--- src/rtl/input_value_parser.sv ---
// UART RX frame parser: "S<led hex>,<element hex>\n" -> led_data / element_data.
// Optional inter-byte timeout enabled by defining INPUT_PARSER_TIMEOUT_EN.
module input_value_parser #(
  parameter int DATA_WIDTH     = 8,
  parameter int LED_COUNT      = 16,
  parameter int ELEMENT_COUNT  = 12,
  parameter int TIMEOUT_CYCLES = 1_000_000
) (
  input  logic                     clk,
  input  logic                     reset_n,
  input  logic                     ena,
  input  logic [DATA_WIDTH-1:0]    rx_data,
  input  logic                     rx_valid,
  output logic                     rx_ready,
  output logic [LED_COUNT-1:0]     led_data,
  output logic [ELEMENT_COUNT-1:0] element_data,
  output logic                     frame_valid,
  output logic                     frame_error
);

  localparam int LED_DIGITS  = LED_COUNT / 4;
  localparam int ELEM_DIGITS = ELEMENT_COUNT / 4;
  localparam logic [3:0] LED_LAST  = 4'(LED_DIGITS - 1);
  localparam logic [3:0] ELEM_LAST = 4'(ELEM_DIGITS - 1);

  localparam logic [DATA_WIDTH-1:0] CHAR_S     = DATA_WIDTH'(8'h53);
  localparam logic [DATA_WIDTH-1:0] CHAR_COMMA = DATA_WIDTH'(8'h2C);
  localparam logic [DATA_WIDTH-1:0] CHAR_LF    = DATA_WIDTH'(8'h0A);
  localparam logic [DATA_WIDTH-1:0] CHAR_0     = DATA_WIDTH'(8'h30);
  localparam logic [DATA_WIDTH-1:0] CHAR_9     = DATA_WIDTH'(8'h39);
  localparam logic [DATA_WIDTH-1:0] CHAR_UA    = DATA_WIDTH'(8'h41);
  localparam logic [DATA_WIDTH-1:0] CHAR_UF    = DATA_WIDTH'(8'h46);
  localparam logic [DATA_WIDTH-1:0] CHAR_LA    = DATA_WIDTH'(8'h61);
  localparam logic [DATA_WIDTH-1:0] CHAR_LF_HEX = DATA_WIDTH'(8'h66);
  localparam logic [DATA_WIDTH-1:0] TEN        = DATA_WIDTH'(10);

  typedef enum logic [2:0] {
    ST_IDLE,
    ST_LED,
    ST_SEP,
    ST_ELEM,
    ST_END,
    ST_COMMIT
  } state_t;

  state_t                   state_reg, state_next;
  logic [LED_COUNT-1:0]     led_shadow_reg, led_shadow_next;
  logic [ELEMENT_COUNT-1:0] elem_shadow_reg, elem_shadow_next;
  logic [3:0]               digit_cnt_reg, digit_cnt_next;
  logic [LED_COUNT-1:0]     led_data_reg, led_data_next;
  logic [ELEMENT_COUNT-1:0] element_data_reg, element_data_next;
  logic                     frame_error_reg, frame_error_next;

  logic       accept;
  logic [4:0] hex_dec;
  logic       hex_ok;
  logic [3:0] nibble;
  logic       timeout_hit;
  logic       abort;

  // Returns {valid, nibble}; upper and lower case letters decode identically.
  function automatic logic [4:0] hex_decode(input logic [DATA_WIDTH-1:0] b);
    logic [4:0] r;
    r = '0;
    if (b >= CHAR_0 && b <= CHAR_9)
      r = {1'b1, 4'(b - CHAR_0)};
    else if (b >= CHAR_UA && b <= CHAR_UF)
      r = {1'b1, 4'(b - CHAR_UA + TEN)};
    else if (b >= CHAR_LA && b <= CHAR_LF_HEX)
      r = {1'b1, 4'(b - CHAR_LA + TEN)};
    return r;
  endfunction

  assign rx_ready     = ena & (state_reg != ST_COMMIT);
  assign accept       = rx_valid & rx_ready;
  assign hex_dec      = hex_decode(rx_data);
  assign hex_ok       = hex_dec[4];
  assign nibble       = hex_dec[3:0];
  assign frame_valid  = (state_reg == ST_COMMIT);
  assign frame_error  = frame_error_reg;
  assign led_data     = led_data_reg;
  assign element_data = element_data_reg;

`ifdef INPUT_PARSER_TIMEOUT_EN
  localparam int TW = (TIMEOUT_CYCLES > 2) ? $clog2(TIMEOUT_CYCLES) : 1;
  logic [TW-1:0] timeout_cnt_reg, timeout_cnt_next;

  // Counts idle cycles inside a frame; frozen while ena is low.
  always_comb begin
    timeout_cnt_next = timeout_cnt_reg;
    timeout_hit      = 1'b0;
    if (accept || state_reg == ST_IDLE || state_reg == ST_COMMIT) begin
      timeout_cnt_next = '0;
    end else if (ena) begin
      if (timeout_cnt_reg == TW'(TIMEOUT_CYCLES - 1)) begin
        timeout_hit      = 1'b1;
        timeout_cnt_next = '0;
      end else begin
        timeout_cnt_next = timeout_cnt_reg + 1'b1;
      end
    end
  end

  always_ff @(posedge clk) begin
    if (!reset_n) timeout_cnt_reg <= '0;
    else          timeout_cnt_reg <= timeout_cnt_next;
  end
`else
  logic unused_timeout_cfg;
  assign unused_timeout_cfg = ^TIMEOUT_CYCLES;
  assign timeout_hit        = 1'b0;
`endif

  always_comb begin
    state_next        = state_reg;
    led_shadow_next   = led_shadow_reg;
    elem_shadow_next  = elem_shadow_reg;
    digit_cnt_next    = digit_cnt_reg;
    led_data_next     = led_data_reg;
    element_data_next = element_data_reg;
    frame_error_next  = 1'b0;
    abort             = timeout_hit;

    case (state_reg)
      ST_IDLE: begin
        if (accept && rx_data == CHAR_S) begin
          state_next       = ST_LED;
          led_shadow_next  = '0;
          elem_shadow_next = '0;
          digit_cnt_next   = '0;
        end
      end
      ST_LED: begin
        if (accept) begin
          if (hex_ok) begin
            led_shadow_next = (led_shadow_reg << 4) | LED_COUNT'(nibble);
            if (digit_cnt_reg == LED_LAST) begin
              digit_cnt_next = '0;
              state_next     = ST_SEP;
            end else begin
              digit_cnt_next = digit_cnt_reg + 1'b1;
            end
          end else begin
            abort = 1'b1;
          end
        end
      end
      ST_SEP: begin
        if (accept) begin
          if (rx_data == CHAR_COMMA) begin
            state_next     = ST_ELEM;
            digit_cnt_next = '0;
          end else begin
            abort = 1'b1;
          end
        end
      end
      ST_ELEM: begin
        if (accept) begin
          if (hex_ok) begin
            elem_shadow_next = (elem_shadow_reg << 4) | ELEMENT_COUNT'(nibble);
            if (digit_cnt_reg == ELEM_LAST) begin
              digit_cnt_next = '0;
              state_next     = ST_END;
            end else begin
              digit_cnt_next = digit_cnt_reg + 1'b1;
            end
          end else begin
            abort = 1'b1;
          end
        end
      end
      ST_END: begin
        if (accept) begin
          if (rx_data == CHAR_LF) state_next = ST_COMMIT;
          else                    abort      = 1'b1;
        end
      end
      // COMMIT consumes no byte, so it always completes in one cycle.
      ST_COMMIT: begin
        led_data_next     = led_shadow_reg;
        element_data_next = elem_shadow_reg;
        state_next        = ST_IDLE;
      end
      default: state_next = ST_IDLE;
    endcase

    // An offending 'S' doubles as the start of the next frame.
    if (abort) begin
      frame_error_next = 1'b1;
      led_shadow_next  = '0;
      elem_shadow_next = '0;
      digit_cnt_next   = '0;
      state_next       = (accept && rx_data == CHAR_S) ? ST_LED : ST_IDLE;
    end
  end

  always_ff @(posedge clk) begin
    if (!reset_n) begin
      state_reg        <= ST_IDLE;
      led_shadow_reg   <= '0;
      elem_shadow_reg  <= '0;
      digit_cnt_reg    <= '0;
      led_data_reg     <= '0;
      element_data_reg <= '0;
      frame_error_reg  <= 1'b0;
    end else begin
      state_reg        <= state_next;
      led_shadow_reg   <= led_shadow_next;
      elem_shadow_reg  <= elem_shadow_next;
      digit_cnt_reg    <= digit_cnt_next;
      led_data_reg     <= led_data_next;
      element_data_reg <= element_data_next;
      frame_error_reg  <= frame_error_next;
    end
  end

endmodule
--- config.mk ---
export PLATFORM = sky130hd
export DESIGN_NAME = input_value_parser
export DESIGN_NICKNAME = d
export VERILOG_FILES = /design/src/rtl/input_value_parser.sv
export SDC_FILE = /design/constraint.sdc
export NUM_CORES = 1
export LEC_CHECK = 0
export ABC_CLOCK_PERIOD_IN_PS = 2900
export CORE_ASPECT_RATIO = 0.9
export CORE_MARGIN = 2
export CORE_UTILIZATION = 54
export DETAILED_ROUTE_END_ITERATION = 7
export PLACE_DENSITY_LB_ADDON = 0.05
export SETUP_SLACK_MARGIN = 0.1
export SKIP_CTS_REPAIR_TIMING = 1
export SKIP_LAST_GASP = 1
export SLEW_MARGIN = 30
export SYNTH_ARGS = -nofsm -noshare
export SYNTH_HDL_FRONTEND = slang
export SYNTH_SLANG_ARGS = --single-unit
--- constraint.sdc ---
create_clock -name clk -period 2.9 [get_ports clk]
set_input_delay 0.58 -clock clk [delete_from_list [all_inputs] [get_ports clk]]
set_output_delay 0.58 -clock clk [all_outputs]
set_load 0.01 [all_outputs]
==> summary.md, run 1 <==
| Metric | Value |
|---|---|
| Status | completed |
| CP top delay family | buffers and inverters |
| Total global-route track usage | 25.45% |
| Min Tclk post-route | 2.713 ns |
| R2R Path Start | state_reg[0] |
| Hold Fails Final Rpt | 0 |
| CTS tree | done |
| Core area | 5628 sq um |
| Peak supply drop | 462.7 uV |
| Cts bufs inserted | 9 |
| Startpoint Class | register |
| Maximum Capacitance Violations | 0 |
| NumNets Final | 461 |
| Final antenna-violating net count | 0 |
| Reg2reg end | state_reg[2] |
| Share of cells above drive strength 1 | 12.30% |
| GRT overflow | 0 |
| FMAX | 368.6 MHz |
| Max Root-Sink Buffers | 2 |
| RSZ-0062 raised after global routing | no |
| Clk root buf | clkbuf_8 |
| Hpwl dp | 5683 um |
| Leakage | 1.303 nW |
| # clock sinks | 64 |
| Slew of the pin with the lowest slew margin | 0.5937 ns |
| Critical Path Stages | 3 |
| Pwr Density | 460.9 nW/um^2 |
| Largest area contributor in the netlist | dfxtp_1 |
| Clk slew on worst S/H paths | 0.07 ns |
| Ys flop type | dfxtp_1 |
| 1st-iter DRT viols | 176 |
| Post-synth cell types | 54 |
| Crit path max-delay cell type | dfxtp_1 |
| Crit path buf inv count | 2 |
| Die Ht | 76.08 um |
| Synth top area cells | dfxtp_1, nand2_1, a21oi_1 |
| CTS H-tree lvls | 3 |
| Final wirelength | 8186 um |
| R2R setup slack | 0.74 ns |
| Number of global-route vias before repair | 2,715 |
| Critical path class | reg -> out |
| Port Buf Inserts | 42 |
| Cell Area, Synth | 3117 sq um |
| Critical path destination | frame_valid |
| Fillers | 441 |
| Die area | 6396 sq um |
| Hold WC Path Type | reg -> reg |
| Final setup TNS | 0 ns |
| Max-slew headroom | 60.42% |
| I/O pin count | 43 |
| Clk_skew | 0.004694 ns |
| Rows | 26 |
| Mapped Nets | 408 |
| CP Data Required Time | 2.32 ns |
| Largest net degree at the start of global routing | 30 |
| Clock latency at the later pin of the worst-skew pair | 0.34 ns |
| Post-synth EDFFs | 0 |
| Top-count cell post-synth | nand2_1 |
| CP max FO | 18 |
| Setup crit start | state_reg[0] |
| First-pass GRT wire length | 13,380 um |
| Routed wire per std cell | 15.83 um |
| Top cell type's share of synthesized area | 41.11% |
| Yosys reg bits | 64 |
| Multi-input gate area | 1702 sq um |
| CP Cell Sequence | nand3b_1, inv_1, clkdlybuf4s50_1 |
| Antenna violations before repair | 0 |
| Overall power | 1.833 mW |
| Layout area overhead | 27.58% |
| Gpl congestion | 0.8886 |
| DRC viols | 0 |
| Pre-Repair DR Iteration Count | 6 |
| Register area | 1281 sq um |
| Antenna diodes | 0 |
| Die width | 84.08 um |
| Worst Path Arrival | 2.13 ns |
| Vias | 3,120 |
| Final period util | 93.55% |
| Seq/Total Area, Yosys | 41.11% |
| Post-synth top cells | nand2_1, dfxtp_1, a21oi_1, nand3_1, clkbuf_1 |
| Syn_area_per_cell | 8.012 sq um |
| FFs w/ async S/R, synth | 0% |
| Routed vias/inst | 6.035 |
| R2R depth | 5 |
| Mapped Cells | 389 |
| Initial Util | 55.38% |
| Endpoints failing setup | 0 |
| Synth Warn # | 0 |
| Max incr delay on CP | 0.68 ns |
| Crit. End Element | primary output |
| Fin. max-slew vios | 0 |
[cell type report]
cell class,count,share of cell area (%)
multi-input combinational,289,42.79
sequential,64,32.22
timing repair buffer,70,16.49
clock buffer,11,3.556
tap,70,2.203
clock inverter,5,1.982
inverter,8,0.7552
[power by group]
group / switching, mW / leakage, nW / total, mW / internal (mW)
Sequential: 0.000124 / 0.515 / 0.878 / 0.878
Combinational: 0.0572 / 0.674 / 0.0984 / 0.0413
Clock: 0.348 / 0.114 / 0.856 / 0.508
[layer usage]
layer | global-route usage (%) | up-vias | routed length [um]
met2 | 39.84 | 118 | 3833
met3 | 4.550 | 12 | 471
met4 | 7.581 | 0 | 92
met1 | 35.93 | 1466 | 3789
met5 | 0 | - | 0
li1 | - | 1524 | -
[how the worst min path moves through the flow]
| stage | endpoint | start | cells past startpoint | slack, ns |
|---|---|---|---|---|
| after floorplan | led_data[12] | led_shadow_reg[12] | 2 | 0.43 |
| after global placement | element_data[11] | element_data[11] | 2 | 0.44 |
| after detailed placement | element_data[8] | element_data[8] | 2 | 0.45 |
| after CTS | element_data[8] | element_data[8] | 2 | 0.46 |
| after global routing | led_data[15] | led_shadow_reg[15] | 2 | 0.47 |
| final | element_data[10] | element_data[10] | 2 | 0.45 |
[kinds of logic after synthesis]
| group | count (synthesis) | share of synthesized area [%] |
|---|---|---|
| buffers and inverters | 36 | 4.496 |
| adder cells (fa/ha/maj) | 7 | 2.810 |
| flip-flops | 64 | 41.11 |
| AO/OA/AOI/OAI | 129 | 27.50 |
| XOR/XNOR | 1 | 0.2811 |
| multiplexers | 2 | 0.6423 |
| AND/OR/NAND/NOR | 150 | 23.16 |
[stage by stage]
| step | utilization, % | setup WS (ns) | hold WS (ns) | cells | instance area, sq um |
|---|---|---|---|---|---|
| after global placement | 66.74 | 0.07453 | 0.4418 | 501 | 3756 |
| after global routing | 70.65 | 0.1546 | 0.4652 | 517 | 3976 |
| after floorplan | - | 0.4432 | 0.4324 | 389 | 3117 |
| after CTS | 70.65 | 0.2089 | 0.4565 | 517 | 3976 |
| final | 70.65 | 0.1871 | 0.4541 | 517 | 3976 |
| after detailed placement | 66.74 | 0.03078 | 0.4466 | 501 | 3756 |
[placed cells by master (no fill, tap or decap), types with 3 or more instances in the layout]
cell type        Yosys  routed
nand2_1             78      78
dfxtp_1             64      64
a21oi_1             50      50
clkdlybuf4s50_1      0      42
nand3_1             29      29
buf_4                1      26
o211ai_1            13      13
o21ai_0             12      12
a31oi_1             12      12
nor3_1              11      11
o2111ai_1           10      10
clkbuf_8             0      10
inv_1                8       8
ha_1                 7       7
o21a_1               6       6
or3_1                5       5
and2_1               4       4
nor2_1               4       4
or4_1                3       3
a221o_1              3       3
[worst register-to-register path, stage by stage (launching register included)]
cell	delay [ns]
dfxtp_1	0.68
nor2b_1	0.45
and2_1	0.39
o21ai_0	0.15
a221o_1	0.36
o21ai_0	0.07
Note: power is estimated with default switching activity, not from simulation.
==> inputs of run 2 (changes only) <==
--- a/config.mk
+++ b/config.mk
@@ -5,12 +5,12 @@
 export SDC_FILE = /design/constraint.sdc
 export NUM_CORES = 1
 export LEC_CHECK = 0
-export ABC_CLOCK_PERIOD_IN_PS = 2900
+export ABC_CLOCK_PERIOD_IN_PS = 3100
 export CORE_ASPECT_RATIO = 0.9
 export CORE_MARGIN = 2
 export CORE_UTILIZATION = 54
 export DETAILED_ROUTE_END_ITERATION = 7
-export PLACE_DENSITY_LB_ADDON = 0.05
+export PLACE_DENSITY = 0.79
 export SETUP_SLACK_MARGIN = 0.1
 export SKIP_CTS_REPAIR_TIMING = 1
 export SKIP_LAST_GASP = 1
==> constraint.sdc (replaced) <==
create_clock -name clk -period 3.1 [get_ports clk]
set_input_delay 0.62 -clock clk [delete_from_list [all_inputs] [get_ports clk]]
set_output_delay 0.62 -clock clk [all_outputs]
set_load 0.01 [all_outputs]
==> run 2 against run 1 <==
Compared with the run above: critical path depth increased by 3; cell count decreased by 1.2%; setup slack improved by 0.26 ns; sequential power shrank 6.4%; sequential cell count did not move; register-to-register slack better by 0.26 ns; routed wire length increased by 1.5%; critical path type is now in -> reg; highest routed layer unchanged.
==> summary.md, run 2 (same netlist as run 1, synthesis figures left out) <==
| Metric | Value |
|---|---|
| Die width | 84.08 um (unchanged) |
| Clk_skew | 0.006525 ns (+0.001831 ns) |
| I/O pin count | 43 (unchanged) |
| Post-route cell area | 3877 sq um (-2.5%) |
| DRC viols | 0 (unchanged) |
| Number of global-route vias before repair | 2,904 (+7.0%) |
| R2R Path Start | state_reg[0] |
| Endpoints failing setup | 0 (unchanged) |
| Die area | 6396 sq um (unchanged) |
| Peak supply drop | 280.7 uV (-39%) |
| Post-route insts no fill | 511 (-1.2%) |
| GRT overflow | 0 (unchanged) |
| Most frequent cells in the layout | nand2_1, dfxtp_1, a21oi_1, clkdlybuf4s50_1, nand3_1 |
| Initial Util | 55.38% (unchanged) |
| Antenna violations before repair | 0 (unchanged) |
| Worst Path Arrival | 2.92 ns (+0.79 ns) |
| Antenna diodes | 0 (unchanged) |
| Setup crit start | rx_data[7] |
| Layout area overhead | 24.41% |
| Largest net degree at the start of global routing | 29 (-3.3%) |
| Worst Setup Slack, final | 0.4464 ns (+0.2593 ns) |
| Clk root buf | clkbuf_8 |
| Fin. max-slew vios | 0 (unchanged) |
| Crit path buf inv count | 1 (-1) |
| Share of cells above drive strength 1 | 10.66% (-1.6 points) |
| Worst slack, placed | 0.1341 ns (+0.1033 ns) |
| CTS tree | done |
| Routed wire per std cell | 16.26 um (+2.7%) |
| Status | completed |
| Final setup TNS | 0 ns (unchanged) |
| Max-slew headroom | 62.81% (+2.4 points) |
| Final antenna-violating net count | 0 (unchanged) |
| Final wirelength | 8310 um (+1.5%) |
| Clk slew on worst S/H paths | 0.07 ns (about the same) |
| Clock latency at the later pin of the worst-skew pair | 0.34 ns (about the same) |
| Dpl cell area | 3711 sq um (-1.2%) |
| FMAX | 376.8 MHz |
| CP max FO | 8 (-10) |
| Rows | 26 (unchanged) |
| Gpl congestion | 0.9350 (+5.2%) |
| Crit. End Element | register |
| Dpl cells | 495 (-1.2%) |
| Pre-Repair DR Iteration Count | 5 (-1) |
| Hold Fails Final Rpt | 0 (unchanged) |
| Total global-route track usage | 25.92% (+0.47 points) |
| Hold Path Origin | element_data[1] |
| RSZ-0062 raised after global routing | no |
| Crit path max-delay cell type | or4b_4 |
| First-pass GRT wire length | 13,480 um (+0.72%) |
| Maximum Capacitance Violations | 0 (unchanged) |
| Pwr Density | 392.8 nW/um^2 (-15%) |
| Die Ht | 76.08 um (unchanged) |
| NumNets Final | 455 (-1.3%) |
| Port Buf Inserts | 42 (unchanged) |
| Hold WC Path Type | reg -> reg |
| Final period util | 85.60% |
| Hpwl dp | 5867 um (+3.2%) |
| CP Cell Sequence | clkdlybuf4s50_1, or4b_4, a311oi_2, o21ai_2, or4_1, a31oi_1 |
| CTS H-tree lvls | 3 (unchanged) |
| CP top delay family | simple AND/OR/NAND/NOR gates |
| 1st-iter DRT viols | 323 (+84%) |
| Core area | 5628 sq um (unchanged) |
| Leakage | 1.246 nW (-4.4%) |
| Startpoint Class | primary input |
| Slew of the pin with the lowest slew margin | 0.5578 ns (-0.03585 ns) |
| Min Tclk post-route | 2.654 ns |
| Max Root-Sink Buffers | 2 (unchanged) |
| # clock sinks | 64 (unchanged) |
| Max incr delay on CP | 0.58 ns (-0.10 ns) |
| CP Data Required Time | 3.36 ns (+1.04 ns) |
| Fillers | 469 (+6.3%) |
| Cts bufs inserted | 9 (unchanged) |
| Vias | 3,116 (-0.13%) |
| Routed vias/inst | 6.098 (+1.0%) |
| Critical path class | in -> reg |
| Commonest non-fill, non-tap cell in the layout | nand2_1 |
## run 2: cell count changes in the layout (fill, tap and decap cells not counted)
cell | before | now
buf_4 | 26 | 20
bufinv_16 | 2 | 0
clkbuf_1 | 1 | 3
clkinvlp_4 | 0 | 1
inv_6 | 1 | 0
## run 2: path summary, 6_finish.rpt
check                          end  slack (ns)  cells past startpoint
hold reg to reg    element_data[1]        0.46                      2
setup reg to reg      state_reg[2]        1.00                      6
setup / recovery  digit_cnt_reg[3]        0.45                      6
hold / removal     element_data[1]        0.46                      2
## run 2: where the power goes
part / internal, mW / leakage, nW / switching [mW]
Combinational: 0.0344 / 0.647 / 0.0522
Clock: 0.310 / 0.0834 / 0.304
Sequential: 0.822 / 0.515 / 0.0000170
Total: 1.17 / 1.25 / 0.356
## run 2: final cells by class
class	instances	area [sq um]	area share, %
clock buffers	13	148.9	3.840
clock inverters	3	17.52	0.4518
flip-flops and latches	64	1281	33.04
multi-input cells	289	1702	43.89
well taps	70	87.58	2.259
inverters	8	30.03	0.7744
repair buffers	64	610.6	15.75
## run 2: tightest hold or removal path: cells and delay by family (launching register included)
| family | cells | cell delay [ns] |
|---|---|---|
| DFF | 1 | 0.31 |
| AOI/OAI and AO/OA | 1 | 0.05 |
| and+or+nand+nor | 1 | 0.05 |
## run 2: metal layers
metal	GRT usage (%)	up-vias	share of wire (%)	routed length (um)
met5	0	-	0	0
met4	11.77	0	2.8	235
met3	4.550	29	4.6	385
met2	41.35	105	47	3940
met1	34.29	1467	45	3748
li1	-	1515	-	-
## run 2: through the flow
step / power [mW] / util [%] / hold WS (ns)
2_1_floorplan: 0.8818 / - / 0.4324
3_3_place_gp: 0.9249 / 65.94 / 0.4407
3_5_place_dp: 0.9260 / 65.94 / 0.4475
4_1_cts: 1.534 / 68.90 / 0.4565
5_1_grt: 1.577 / 68.90 / 0.4839
6_report: 1.523 / 68.90 / 0.4555
